### config.mk
export PLATFORM = sky130hd
export DESIGN_NAME = ccc_apb_reconfig
export DESIGN_NICKNAME = d
export VERILOG_FILES = /design/src/rtl/ccc_apb_reconfig.sv
export SDC_FILE = /design/constraint.sdc
export NUM_CORES = 1
export LEC_CHECK = 0
export ABC_AREA = 1
export CAP_MARGIN = 15
export CORE_MARGIN = 5
export CORE_UTILIZATION = 49
export CTS_CLUSTER_DIAMETER = 40
export DETAILED_ROUTE_END_ITERATION = 16
export HOLD_SLACK_MARGIN = 0.06
export PLACE_DENSITY_LB_ADDON = 0.12
export SYNTH_ARGS = -nofsm -noshare
export SYNTH_HDL_FRONTEND = slang
export SYNTH_SLANG_ARGS = --single-unit
### constraint.sdc
create_clock -name PCLK -period 2.7 [get_ports PCLK]
set_input_delay 0.405 -clock PCLK [delete_from_list [all_inputs] [get_ports PCLK]]
set_output_delay 0.405 -clock PCLK [all_outputs]
set_load 0.02 [all_outputs]
### src/rtl/ccc_apb_reconfig.sv
// APB initiator that issues one CCC register access per host command, then waits
// for BUSY to clear and (with CCC_APB_LOCK_WAIT_EN) for a stable PLL LOCK.
module ccc_apb_reconfig #(
  parameter int BUSY_TIMEOUT = 1023,
  parameter int LOCK_TIMEOUT = 65535,
  parameter int LOCK_STABLE  = 16
) (
  input  logic       PCLK,
  input  logic       PRESET_N,
  input  logic       cmd_valid,
  output logic       cmd_ready,
  input  logic       cmd_write,
  input  logic [5:0] cmd_addr,
  input  logic [7:0] cmd_wdata,
  output logic       resp_valid,
  output logic [7:0] resp_rdata,
  output logic       resp_err,
  output logic       PSEL,
  output logic       PENABLE,
  output logic       PWRITE,
  output logic [5:0] PADDR,
  output logic [7:0] PWDATA,
  input  logic [7:0] PRDATA,
  input  logic       BUSY,
  input  logic       LOCK,
  output logic       lock_lost
);

  typedef enum logic [2:0] {IDLE, SETUP, ACCESS, BUSY_WAIT, LOCK_WAIT, RESP} state_t;

  localparam logic [15:0] BUSY_TO = 16'(BUSY_TIMEOUT);

  state_t      state, state_nxt;
  logic [15:0] timer, timer_inc;
  logic        err_q, err_nxt, resp_q;
  logic [7:0]  rdata_q;

  assign timer_inc  = (timer == 16'hFFFF) ? timer : timer + 16'd1;
  assign cmd_ready  = (state == IDLE);
  assign resp_valid = resp_q;
  assign resp_err   = resp_q & err_q;
  assign resp_rdata = rdata_q;

`ifdef CCC_APB_LOCK_WAIT_EN
  localparam logic [15:0] LOCK_TO = 16'(LOCK_TIMEOUT);
  localparam logic [15:0] LOCK_ST = 16'(LOCK_STABLE);

  logic [15:0] stable, stable_nxt;
  logic        lock_q, lock_lost_q;

  assign stable_nxt = !LOCK ? 16'd0 : (stable == 16'hFFFF) ? stable : stable + 16'd1;
  assign lock_lost  = lock_lost_q;
`else
  logic unused_lock;
  assign unused_lock = LOCK ^ (LOCK_TIMEOUT == 0) ^ (LOCK_STABLE == 0);
  assign lock_lost   = 1'b0;
`endif

  always_comb begin
    state_nxt = state;
    err_nxt   = err_q;
    case (state)
      IDLE: if (cmd_valid) begin
        state_nxt = SETUP;
        err_nxt   = 1'b0;
      end
      SETUP:  state_nxt = ACCESS;
      ACCESS: state_nxt = PWRITE ? BUSY_WAIT : RESP;
      BUSY_WAIT: begin
        // A BUSY release in the final cycle still counts as success
        if (!BUSY) begin
`ifdef CCC_APB_LOCK_WAIT_EN
          state_nxt = LOCK_WAIT;
`else
          state_nxt = RESP;
`endif
        end else if (timer_inc >= BUSY_TO) begin
          state_nxt = RESP;
          err_nxt   = 1'b1;
        end
      end
`ifdef CCC_APB_LOCK_WAIT_EN
      LOCK_WAIT: begin
        if (stable_nxt >= LOCK_ST) begin
          state_nxt = RESP;
        end else if (timer_inc >= LOCK_TO) begin
          state_nxt = RESP;
          err_nxt   = 1'b1;
        end
      end
`endif
      RESP:    state_nxt = IDLE;
      default: state_nxt = IDLE;
    endcase
  end

  // APB strobes are registered from the next state so they never glitch
  always_ff @(posedge PCLK or negedge PRESET_N) begin
    if (!PRESET_N) begin
      state   <= IDLE;
      timer   <= 16'd0;
      err_q   <= 1'b0;
      resp_q  <= 1'b0;
      rdata_q <= 8'd0;
      PSEL    <= 1'b0;
      PENABLE <= 1'b0;
      PWRITE  <= 1'b0;
      PADDR   <= 6'd0;
      PWDATA  <= 8'd0;
    end else begin
      state   <= state_nxt;
      err_q   <= err_nxt;
      resp_q  <= (state_nxt == RESP);
      PSEL    <= (state_nxt == SETUP) || (state_nxt == ACCESS);
      PENABLE <= (state_nxt == ACCESS);
      if (state == IDLE && cmd_valid) begin
        PWRITE <= cmd_write;
        PADDR  <= cmd_addr;
        PWDATA <= cmd_wdata;
      end
      if (state == ACCESS) rdata_q <= PWRITE ? 8'd0 : PRDATA;
      timer <= ((state_nxt == state) && (state == BUSY_WAIT || state == LOCK_WAIT)) ? timer_inc : 16'd0;
    end
  end

`ifdef CCC_APB_LOCK_WAIT_EN
  always_ff @(posedge PCLK or negedge PRESET_N) begin
    if (!PRESET_N) begin
      stable      <= 16'd0;
      lock_q      <= 1'b0;
      lock_lost_q <= 1'b0;
    end else begin
      stable      <= (state == LOCK_WAIT && state_nxt == LOCK_WAIT) ? stable_nxt : 16'd0;
      lock_q      <= LOCK;
      lock_lost_q <= lock_q & ~LOCK & (state == IDLE);
    end
  end
`endif

endmodule

==> impl_results.md <==
- Most common cell after layout, fill and taps aside: nand2_1
- Relative slew slack: a little over half
- First-pass GRT wire length: 7610 um
- Critical path class: register to register
- Total iterations of the first detailed-routing run: 5
- Seq cells post-synth: 46
- Period minus WS final: 2.19 ns
- # setup viols final: 0
- Leak: 1.43 nW
- Clk_lat worst skew: between 0.2 and 0.3 ns
- Gates resized, CTS repair: 0
- Required time of the critical path: 2.87 ns
- Post-DP Area: 2840 sq um
- CTS tree: yes
- Clk_skew: between 0.006 and 0.007 ns
- Final HPWL DP: around 3400 um
- Grt total ovfl: 0
- Layout cells sized above 1: 12.6%
- Clock transition at path regs: approximately 0.080 ns
- Clk buf depth: 2
- H-Tree Depth: 2
- FFs w/ async S/R, synth: 100%
- Post-synth top area cell: dfrtp_1
- Vias: approximately 1800
- CP startpoint kind: register
- Most frequent cells in the layout: nand2_1, clkdlybuf4s50_1, dfrtp_1
- Fillcell total: approximately 380
- RSZ-0062 raised after global routing: false
- Crit path DAT: about 2.4 ns
- Final Hold Vio Count: 0
- FF/Latch Area: ~1200 sq um
- Clk root buf: clkbuf_8
- Detailed Route Iter0 Violations: 81
- Post-route antenna net violation count: 0
- Number of flops mapped to enable cells by yosys: 0
- Initial cell density of the core: 51.2%
- Final Cell Area: 2930 sq um
- CP max FO: 15
- Sequential area share after synthesis: between 50% and 60%
- Routed wire length: roughly 4600 um
- Top cell type's share of synthesized area: around half
- Max Fclk: between 0.4 and 0.5 GHz
- Row cnt: 24
- Port bufs: 54
- Yosys warns: 0
- Pin count of the biggest net entering global routing: 26
- Post-Route Utilization: between 60 and 70%
- Antenna violations before repair: 0
- Ys flop type: dfrtp_1
- Slew Limit Fails: 0
- Hold_buf cts: 0
- Drt drc: 0
- # IOs: 57
- Ranking of synthesized cells by area: dfrtp_1, nand2_1, mux2_2
- DIE WIDTH: between 70 and 80 um
- Area grow syn2layout: 29.8%
- Nets@finish: 346
- Place WS: slightly above 0.5 ns
- Max-Cap Viols: 0
- Setup WS post-layout: between 0.5 and 0.6 ns
- Placer's final routability congestion estimate: ~0.76
- Mapped cell area: roughly 2300 sq um
- Worst VDD drop: about 0.67 mV
- Vias per cell: approximately 4.8
- Multi-input gate area: approximately 960 sq um
- Pwr dens: around 890 nW/um^2
- Die Y: 77.9 um
- Period utilisation layout: about four fifths
- Total CTS buffers: 5
- GRT Total Usage: 15.6%
- Die Footprint: approximately 6100 sq um
- Post-CTS setup buffer count: 0
- Post-Synthesis Mean Instance Area: between 8 and 9 sq um
- Core area: approximately 4400 sq um
- Routed WL per cell: roughly 12 um
- Min-Delay Path Class: input pin to async pin
- Syn Inst Count: roughly 260
- Vias in the first global route: 1710
- N_diodes: 0
- Outcome: finished, final reports clean
- Unique cell type count in the Yosys netlist: 28
- Setup tns final: 0 ns
- Sink Count: 46
- Pin slew with the least headroom to its limit: a little over 0.7 ns
- Crit. End Element: register
## where the power goes
group,switching [mW],internal (mW),total [mW]
registers,0.129,0.919,1.05
logic,0.564,0.568,1.13
clock network,0.219,0.207,0.426
total,0.912,1.69,2.61
## path summary, 6_finish.rpt
check | depth (start not counted) | end | slack, ns | from
worst max-delay path | 12 | state[1] | 0.51 | timer[0]
worst min-delay path | 1 | resp_rdata[2] | 0.07 | PRESET_N
worst max register to register | 12 | state[1] | 0.51 | timer[0]
worst min register to register | 2 | resp_rdata[2] | 0.49 | resp_rdata[2]
max in group asynchronous | 2 | PADDR[3] | 1.91 | PRESET_N
min in group PCLK | 2 | resp_rdata[2] | 0.49 | resp_rdata[2]
## registers in the layout (all words and copies together), names as in the netlist
signal      flops
PWRITE          1
PSEL            1
resp_rdata      8
PWDATA          8
PADDR           6
timer          16
err_q           1
resp_valid      1
PENABLE         1
state           3
## layer usage
layer | global-route usage, % | part of all wire [%] | vias up
met5 | 0 | 0 | -
met3 | 7.29 | 8.6 | 4
met2 | 25.3 | 49 | 38
met1 | 18.4 | 42 | 817
li1 | - | - | 914
met4 | 4.90 | 1.2 | 0
## kinds of logic (layout without fill, tap and decap cells)
family	count (synthesis)	after routing	synth area share [%]
muxes	15	15	7.48
xor gates and xnor gates	5	5	1.94
other	1	7	0.166
buffers and inverters	38	95	7.48
AOI/OAI and AO/OA	23	23	5.37
and+or+nand+nor	126	126	26.0
adders and majority gates	1	1	0.554
DFF	46	46	51.0
## metrics by stage
step	total power [mW]	cells	hold slack, ns
2_1_floorplan	1.64	261	0.109
3_3_place_gp	2.18	362	0.394
3_5_place_dp	2.21	362	0.394
4_1_cts	2.64	370	0.0726
5_1_grt	2.76	370	0.102
6_report	2.61	370	0.0690
## synthesized netlist by cell type, types with 2 or more instances
cell and count:
o21ai_0 10, clkbuf_1 2, nand3_1 14, nand2_1 68, nor2_1 23, xor2_1 4
inv_1 31, nor3_1 2, dfrtp_1 46, nor2_2 3, mux2_2 15, nand3_2 2
buf_6 3, nand2_4 2, a21oi_1 8, o21ai_1 2, nand4_1 4, nor2_4 6
## critical path, cell delays in order, from the launching register on
cell and delay, ns:
dfrtp_1 0.41, ha_1 0.33, nand2_2 0.10, nor2_4 0.14
nand2_4 0.10, inv_2 0.07, nand2_4 0.12, nand2_1 0.10
nand3_1 0.07, nor2_1 0.15, nand3_2 0.13, nand3_2 0.24
a21oi_1 0.11
## final cells by class
class	instances	share of cell area, %
Clock buffer	7	2.94
Clock inverter	1	0.171
Sequential cell	46	39.3
Multi-Input combinational cell	177	32.8
Tap cell	52	2.22
Inverter	32	4.10
Timing Repair Buffer	55	18.5
(Power assumes the default switching activity.)
